$ cat src/rtl/mem_pkg.sv
// Shared types and constants for the MEM-stage load/store unit.
// funct3 decoding helpers used by mem_lsu and mem_lsu_align.
package mem_pkg;

  typedef enum logic [1:0] {IDLE, REQ, WAIT, DONE} lsu_state_e;

  localparam logic [2:0] F3_B  = 3'b000;
  localparam logic [2:0] F3_H  = 3'b001;
  localparam logic [2:0] F3_W  = 3'b010;
  localparam logic [2:0] F3_BU = 3'b100;
  localparam logic [2:0] F3_HU = 3'b101;

  localparam int BUS_DW  = 32;
  localparam int BUS_BEW = 4;

  // Loads allow B/H/W/BU/HU; stores only B/H/W.
  function automatic logic f3_illegal(logic is_store, logic [2:0] f3);
    if (is_store) return f3[2] || (f3[1:0] == 2'b11);
    return (f3 == 3'b011) || (f3 == 3'b110) || (f3 == 3'b111);
  endfunction

  function automatic logic f3_misaligned(logic [2:0] f3, logic [1:0] a);
    case (f3[1:0])
      2'b01:   return a[0];
      2'b10:   return a != 2'b00;
      default: return 1'b0;
    endcase
  endfunction

endpackage

$ cat src/rtl/mem_lsu_align.sv
// Combinational byte-lane steering for stores and lane extract/extend for loads.
// Stores use the live request fields, loads use the fields captured at issue.
module mem_lsu_align
  import mem_pkg::*;
(
  input  logic [1:0]         st_size,
  input  logic [1:0]         st_offset,
  input  logic [BUS_DW-1:0]  st_wdata,
  output logic [BUS_DW-1:0]  st_data,
  output logic [BUS_BEW-1:0] st_be,
  input  logic [2:0]         ld_funct3,
  input  logic [1:0]         ld_offset,
  input  logic [BUS_DW-1:0]  ld_rdata,
  output logic [BUS_DW-1:0]  ld_data
);

  logic [BUS_DW-1:0] ld_lane;

  always_comb begin
    st_data = st_wdata;
    st_be   = 4'hF;
    case (st_size)
      2'b00: begin
        st_data = {4{st_wdata[7:0]}};
        st_be   = 4'b0001 << st_offset;
      end
      2'b01: begin
        st_data = {2{st_wdata[15:0]}};
        st_be   = 4'b0011 << {st_offset[1], 1'b0};
      end
      default: ;
    endcase
  end

  // The addressed lane is shifted down to bit 0 before extension.
  always_comb begin
    ld_lane = ld_rdata >> {ld_offset, 3'b000};
    ld_data = ld_rdata;
    case (ld_funct3)
      F3_B:    ld_data = {{24{ld_lane[7]}}, ld_lane[7:0]};
      F3_H:    ld_data = {{16{ld_lane[15]}}, ld_lane[15:0]};
      F3_BU:   ld_data = {24'h0, ld_lane[7:0]};
      F3_HU:   ld_data = {16'h0, ld_lane[15:0]};
      default: ld_data = ld_rdata;
    endcase
  end

endmodule

$ cat src/rtl/mem_lsu.sv
// MEM-stage load/store unit: one bus transaction per memory op, stalling until done.
// Define LSU_MISALIGN_EXC_EN to trap misaligned H/W accesses instead of forcing alignment.
module mem_lsu
  import mem_pkg::*;
#(
  parameter int TIMEOUT_CYC = 256
) (
  input  logic        i_clk,
  input  logic        i_rst,
  input  logic        i_valid,
  input  logic        i_memRead,
  input  logic        i_memWrite,
  input  logic [2:0]  i_funct3,
  input  logic [31:0] i_addr,
  input  logic [31:0] i_wdata,
  output logic        o_stall,
  output logic        o_rvalid,
  output logic [31:0] o_rdata,
  output logic        o_accessFault,
  output logic        o_excMisalign,
  output logic        o_busReq,
  output logic        o_busWe,
  output logic [31:0] o_busAddr,
  output logic [3:0]  o_busBe,
  output logic [31:0] o_busWdata,
  input  logic        i_busGnt,
  input  logic        i_busRvalid,
  input  logic [31:0] i_busRdata,
  input  logic        i_busErr
);

  localparam int TMO_W = $clog2(TIMEOUT_CYC);
  localparam logic [TMO_W-1:0] TMO_LAST = TMO_W'(TIMEOUT_CYC - 1);

  lsu_state_e state, state_next;

  logic             op;
  logic             bad_f3;
  logic             mis;
  logic [1:0]       off_in;
  logic [2:0]       f3_q;
  logic [1:0]       off_q;
  logic             is_load_q;
  logic             fault_q;
  logic             misalign_q;
  logic [TMO_W-1:0] cnt;
  logic [31:0]      rdata_q;
  logic             bus_we_q;
  logic [31:0]      bus_addr_q;
  logic [3:0]       bus_be_q;
  logic [31:0]      bus_wdata_q;
  logic [31:0]      st_data;
  logic [3:0]       st_be;
  logic [31:0]      ld_data;

  assign op     = i_valid & (i_memRead | i_memWrite);
  assign bad_f3 = f3_illegal(i_memWrite, i_funct3);

`ifdef LSU_MISALIGN_EXC_EN
  assign mis    = ~bad_f3 & f3_misaligned(i_funct3, i_addr[1:0]);
  assign off_in = i_addr[1:0];
`else
  assign mis = 1'b0;
  always_comb begin
    off_in = i_addr[1:0];
    if (i_funct3[1:0] == 2'b01) off_in[0] = 1'b0;
    if (i_funct3[1:0] == 2'b10) off_in = 2'b00;
  end
`endif

  mem_lsu_align u_align (
    .st_size   (i_funct3[1:0]),
    .st_offset (off_in),
    .st_wdata  (i_wdata),
    .st_data   (st_data),
    .st_be     (st_be),
    .ld_funct3 (f3_q),
    .ld_offset (off_q),
    .ld_rdata  (i_busRdata),
    .ld_data   (ld_data)
  );

  always_ff @(posedge i_clk) begin
    if (i_rst) begin
      state       <= IDLE;
      f3_q        <= 3'b000;
      off_q       <= 2'b00;
      is_load_q   <= 1'b0;
      fault_q     <= 1'b0;
      misalign_q  <= 1'b0;
      cnt         <= '0;
      rdata_q     <= 32'h0;
      bus_we_q    <= 1'b0;
      bus_addr_q  <= 32'h0;
      bus_be_q    <= 4'h0;
      bus_wdata_q <= 32'h0;
    end else begin
      state <= state_next;
      case (state)
        IDLE: if (op) begin
          f3_q        <= i_funct3;
          off_q       <= off_in;
          is_load_q   <= i_memRead;
          fault_q     <= bad_f3;
          misalign_q  <= mis;
          bus_we_q    <= i_memWrite;
          bus_addr_q  <= {i_addr[31:2], 2'b00};
          bus_be_q    <= i_memWrite ? st_be : 4'hF;
          bus_wdata_q <= i_memWrite ? st_data : 32'h0;
        end
        REQ: if (i_busGnt) cnt <= '0;
        // A response after the timeout fires lands in IDLE/DONE and is ignored.
        WAIT: begin
          if (i_busRvalid) begin
            fault_q <= i_busErr;
            if (!i_busErr && is_load_q) rdata_q <= ld_data;
          end else if (cnt == TMO_LAST) begin
            fault_q <= 1'b1;
          end else begin
            cnt <= cnt + 1'b1;
          end
        end
        default: ;
      endcase
    end
  end

  always_comb begin
    state_next = state;
    case (state)
      IDLE: if (op) state_next = (bad_f3 || mis) ? DONE : REQ;
      REQ:  if (i_busGnt) state_next = WAIT;
      WAIT: if (i_busRvalid || cnt == TMO_LAST) state_next = DONE;
      DONE: state_next = IDLE;
      default: state_next = IDLE;
    endcase
  end

  assign o_stall       = ((state == IDLE) & op) | (state == REQ) | (state == WAIT);
  assign o_busReq      = (state == REQ);
  assign o_rvalid      = (state == DONE) & ~fault_q & ~misalign_q;
  assign o_accessFault = (state == DONE) & fault_q;
`ifdef LSU_MISALIGN_EXC_EN
  assign o_excMisalign = (state == DONE) & misalign_q;
`else
  assign o_excMisalign = 1'b0;
`endif
  assign o_rdata    = rdata_q;
  assign o_busWe    = bus_we_q;
  assign o_busAddr  = bus_addr_q;
  assign o_busBe    = bus_be_q;
  assign o_busWdata = bus_wdata_q;

endmodule

$ cat config.mk
export PLATFORM = sky130hd
export DESIGN_NAME = mem_lsu
export DESIGN_NICKNAME = d
export VERILOG_FILES = /design/src/rtl/mem_pkg.sv /design/src/rtl/mem_lsu_align.sv /design/src/rtl/mem_lsu.sv
export SDC_FILE = /design/constraint.sdc
export NUM_CORES = 1
export LEC_CHECK = 0
export CAP_MARGIN = 20
export CORE_ASPECT_RATIO = 2
export CORE_MARGIN = 2
export CORE_UTILIZATION = 40
export DETAILED_ROUTE_END_ITERATION = 8
export PLACE_DENSITY_LB_ADDON = 0.25
export SLEW_MARGIN = 10
export SYNTH_ARGS = -nofsm -noshare
export SYNTH_HDL_FRONTEND = slang
export SYNTH_SLANG_ARGS = --single-unit
$ cat constraint.sdc
create_clock -name i_clk -period 1.9 [get_ports i_clk]
set_input_delay 0.285 -clock i_clk [delete_from_list [all_inputs] [get_ports i_clk]]
set_output_delay 0.285 -clock i_clk [all_outputs]
set_load 0.01 [all_outputs]
Word level (Yosys, flattened, before mapping)
Index checks and enable logic that the tools add are counted.
{"block": "word_totals", "latchBits": 0, "ram_bits": 0, "reg_bits": 116, "mem_bits_ro": 0, "memories": 0, "input_bits": 107, "word_cells": 81}
{"block": "op_classes", "reduce_logical": 16, "mul": 0, "n_bitwise": 8, "n_addsub": 1, "n_div": 0, "eq_ne": 19, "muxes": 23, "shifts": 3, "n_lt_le_gt_ge": 0}
{"cell": "$pmux 32 s4", "n": 1}
{"cell": "$pmux 32 s2", "n": 1}
{"cell": "$mux 32", "n": 1}
{"cell": "$shr 32x5->16", "n": 1}
{"cell": "$mux 8", "n": 3}
{"cell": "$pmux 8 s2", "n": 1}
{"cell": "$eq 3x3->1 const B", "n": 4}
{"cell": "$mux 2", "n": 5}
{"cell": "$reduce_and 3->1", "n": 3}
{"cell": "$add 8x1->8 const B", "n": 1}
{"cell": "$eq 2x2->1 const B", "n": 4}
{"cell": "$eq 8x8->1 const B", "n": 1}
{"cell": "$ne 2x2->1 const B", "n": 4}
{"cell": "$pmux 2 s4", "n": 1}
{"cell": "$pmux 4 s2", "n": 1}
{"cell": "$mux 1", "n": 7}
{"cell": "$and 1x1->1", "n": 4}
{"cell": "$eq 2x1->1 const B", "n": 2}
{"cell": "$logic_not 2->1", "n": 2}
{"cell": "$logic_or 1x1->1", "n": 4}
{"cell": "$mux 4", "n": 1}
{"cell": "$reduce_and 4->1", "n": 1}
{"cell": "$reduce_bool 2->1", "n": 2}
{"cell": "$shl 1x2->4 const A", "n": 1}
{"cell": "12 further kinds", "n": 14}

Depth between registers and ports, before layout
Gate-level depths: netlist (run 1).
{"block": "logic_depth", "depth_word": 7, "depth_mapped": 8}

By module
Synthesis (run 1) repeated with hierarchy kept, for this count alone.
{"block": "unflattened", "cells_unflattened": 735, "area_unflattened_um2": 5627.9}
{"mod": "mem_lsu", "cells_per_inst": 561, "seq_area_each_um2": 2322.2, "instances": 1, "area_each_um2": 4458.0}
{"mod": "mem_lsu_align", "cells_per_inst": 174, "seq_area_each_um2": 0.0, "instances": 1, "area_each_um2": 1169.9}

Worst setup path after synthesis (run 1)
Ideal clock, no wire load.
{"block": "synth_path", "path_kind": "reg-to-reg", "start": "register state[0]", "end": "register rdata_q[22], in the netlist o_rdata[22]", "path_stages_with_launch": 9, "t_arrival_ns": 1.758, "t_required_ns": 1.826, "slack_ns": 0.068, "path_buffers": 2, "cell_sequence": "dfxtp_1 -> inv_1 -> ha_1 -> and4b_1 -> clkbuf_1 -> nand2b_1 -> or4_4 -> buf_6 -> o21ai_0"}
{"block": "synth_between", "elab_chain_cells": 2}
{"item": "start: declaration", "line_no": "mem_lsu.sv:35", "rtl": "lsu_state_e state, state_next;"}
{"item": "start signal: assignment", "line_no": "mem_lsu.sv:98", "rtl": "state <= state_next;"}
{"item": "$eq 2x2->1", "line_no": "mem_lsu.sv:99", "rtl": "case (state)"}
{"item": "$reduce_and 3->1 (no line)"}
{"item": "end signal: assignment", "line_no": "mem_lsu.sv:116", "rtl": "if (!i_busErr && is_load_q) rdata_q <= ld_data;"}
{"item": "end: declaration", "line_no": "mem_lsu.sv:47", "rtl": "logic [31:0] rdata_q;"}
Every way passes these cells.
A chain may end at the register's enable or synchronous reset.

Worst setup path in the final report (run 1)
{"block": "layout_path", "start": "register state[1]", "end": "output port o_stall"}
{"block": "layout_between", "elab_chain_cells": 4, "word_cells_on_any_way": 6}
{"item": "$logic_not 2->1", "line_no": "mem_lsu.sv:139", "rtl": "assign o_stall = ((state == IDLE) & op) | (state == REQ) | (state == WAIT);"}
{"item": "$and 1x1->1", "line_no": "mem_lsu.sv:139"}
{"item": "$or 1x1->1", "line_no": "mem_lsu.sv:139"}
{"item": "$or 1x1->1 (*)", "line_no": "mem_lsu.sv:139"}
{"item": "end: declaration", "line_no": "mem_lsu.sv:16", "rtl": "output logic o_stall,"}
Mark *: on every way between the ends. The rest lies on a longest branch, timed or not.

==> reports/metrics.yaml, run 1 <==
yosysSeqAreaShare_pct: 42.5
die-area_um2: 14700
synth-main-ff-cell: "dfxtp_1"
crit_end: "o_stall"
p_leak_uw: 0.00315
period_minus_slack_ps: 1870
fp-row-count: 60
fmax_mhz: 534
n_antenna_cell: 0
endpoint_kind: "primary output"
yosys_warnings: 0
fin_total_pwr_uw: 8500
dr.pass1.iters: 7
reg2regPathDepth: 4
numCtsBuffers: 17
initial_core_util_pct: 40.7
synth_top_area_share_pct: 42.5
hold_depth: 2
busiest_layer: "met2"
cts.sinks: 116
die_y_um: 169
h-tree-depth: 4
dpl_cell_area_um2: 7830
max-cap-violations: 0
skew_ps: 11.0
status: "completed"
required_ps: 1620
synth_cell_types: 54
areaGrowthSynthToFinish_pct: 54.8
report.final.slew_viol_count: 0
synth_enable_flop_cells: 0
final-hold-violation-count: 0
synth_seq_cells: 116
synthCells: 666
synth.area.top_cells: "dfxtp_1, a21oi_1, nand2_1, mux2i_1, clkbuf_1"
clk_pin_slew_ps: 50
reg2reg_from: "off_q[0]"
clockBufferDepth: 2
syn_area_um2: 5460
async_reset_ff_share_pct: 0
nets: 988
finalWirelength_um: 18800
vias: 5801
io_buffers: 209
gr-total-overflow: 0
max_slew_margin_pct: 55.1
use_met3_pct: 6.61
final_common_cell: "clkdlybuf4s50_1"
syn_area_per_cell_um2: 8.20
crit_fanout: 3
hpwl_um: 14000
fin_crit_sh_pct: 98.6
ir_worst_vdd_v: 0.000706
wire_per_inst_um: 18.0
gp_congestion: 0.945
r2r_end: "o_rdata[16]"
reg2reg_slack_ps: 100
arrival_ps: 1590
grt.total_usage_pct: 25.7
antenna_found_initial: 0
ant_nets: 0
grt_max_degree: 65
layout-drive-gt1-share_pct: 12.2
use_met1_pct: 25.1
cts-root-buf: "clkbuf_16"
min_path_type: "input pin to register"
grt_pass1_wl_um: 29800
grtUsageMet2_pct: 47.9
coreArea_um2: 13400
final_area_um2: 8460
p_per_area_nw_per_um2: 1010
first_iter_violations: 215
grt_setup_unrepaired: "yes"
worst_pin_slew_ps: 673
cp-start-kind: "register"
worstSetupPathType: "register to primary output"
viasPerCell: 5.56
cts_tree: "done"
chipWidth_um: 86.6
synth_area_leader_cell: "dfxtp_1"
setup_viol: 0
postCtsSetupBuffers: 0
ios: 213
grt_pass1_vias: 5907
drc: 0
clk_latency_ps: 410
startpoint: "state[1]"
layout_common_cells: "clkdlybuf4s50_1, nand2_1, dfxtp_1, a21oi_1, buf_4"
fillCellCount: 1163
==> critical path: stages, from the launching register on <==
cell,delay [ps]
dfxtp_2,350
inv_2,70
ha_4,160
o211a_2,140
or3_1,320
buf_6,140
==> state kept, by name, indices dropped and copies added, names as in the netlist <==
signal,cells
cnt,8
f3_q,3
fault_q,1
is_load_q,1
o_busAddr,30
o_busBe,4
o_busWdata,32
o_busWe,1
o_rdata,32
off_q,2
state,2
==> how the worst min path moves through the flow <==
stage | start | end | slack, ps
6_report | i_rst | o_rdata[6] | 250
5_1_grt | i_rst | f3_q[2] | 250
4_1_cts | i_rst | o_rdata[6] | 240
3_5_place_dp | o_busAddr[4] | o_busAddr[4] | 450
3_3_place_gp | o_busWdata[5] | o_busWdata[5] | 440
2_1_floorplan | i_memRead | is_load_q | 420
==> Yosys cell counts (8+ instances only) <==
cell	instances
o21ai_0	28
dfxtp_1	116
nand3_1	30
mux2_2	16
a22oi_1	16
and3_1	19
a21oi_1	90
clkbuf_1	48
a2bb2oi_1	14
nand2b_1	8
mux2i_1	27
nor2_1	36
or3_1	9
nand2_1	116
==> metal layers <==
metal / vias up / wire [µm]
li1: 2775 / -
met1: 2733 / 6510
met2: 237 / 10200
met3: 56 / 1180
met4: 0 / 889
met5: - / 0
==> metrics by stage <==
| stage | std cells | setup slack (ps) | util (%) | TNS [ps] | hold WS (ps) |
|---|---|---|---|---|---|
| after detailed placement | 1011 | -326 | 58.3 | -10340 | 445 |
| final | 1043 | 27.5 | 62.9 | 0 | 254 |
| after global placement | 1011 | -281 | 58.3 | -9140 | 439 |
| after global routing | 1043 | -10.3 | 62.9 | -10.3 | 255 |
| after floorplan | 668 | 67.8 | - | 0 | 421 |
| after CTS | 1043 | -6.19 | 62.6 | -6.19 | 241 |
==> final cells by class <==
cell class | instances | area (µm²) | area share, %
sequential | 116 | 2320 | 27.5
tap | 155 | 194 | 2.29
clock buffer | 20 | 457 | 5.40
timing repair buffer | 249 | 2430 | 28.7
inverter | 4 | 15.0 | 0.178
multi-input combinational | 487 | 2910 | 34.4
clock inverter | 12 | 131 | 1.55
==> cell families after synthesis <==
family	count (synthesis)	share of synthesized area, %
and+or+nand+nor	249	21.4
AOI/OAI and AO/OA	184	20.6
DFF	116	42.5
buffers and inverters	65	5.01
muxes	45	9.07
adders and majority gates	6	1.37
other	1	0.0686
==> power by group <==
group	switching, µW	total, µW	internal [µW]
clock network	1160	3160	2000
logic	1290	2510	1220
registers	155	2830	2680
==> timing repair <==
action	4_1_cts	5_1_grt
pin swaps	0	1
resized for setup	10	11
endpoints found under the setup margin	19	15
hold buffers	0	0
No activity file was read; power rests on OpenSTA's default activity.
==> run 2, diff against run 1 <==
- ABC_AREA: unset -> 0
==> results of run 2 <==
The final DEF is identical to that of run 1; final timing and power are the same.
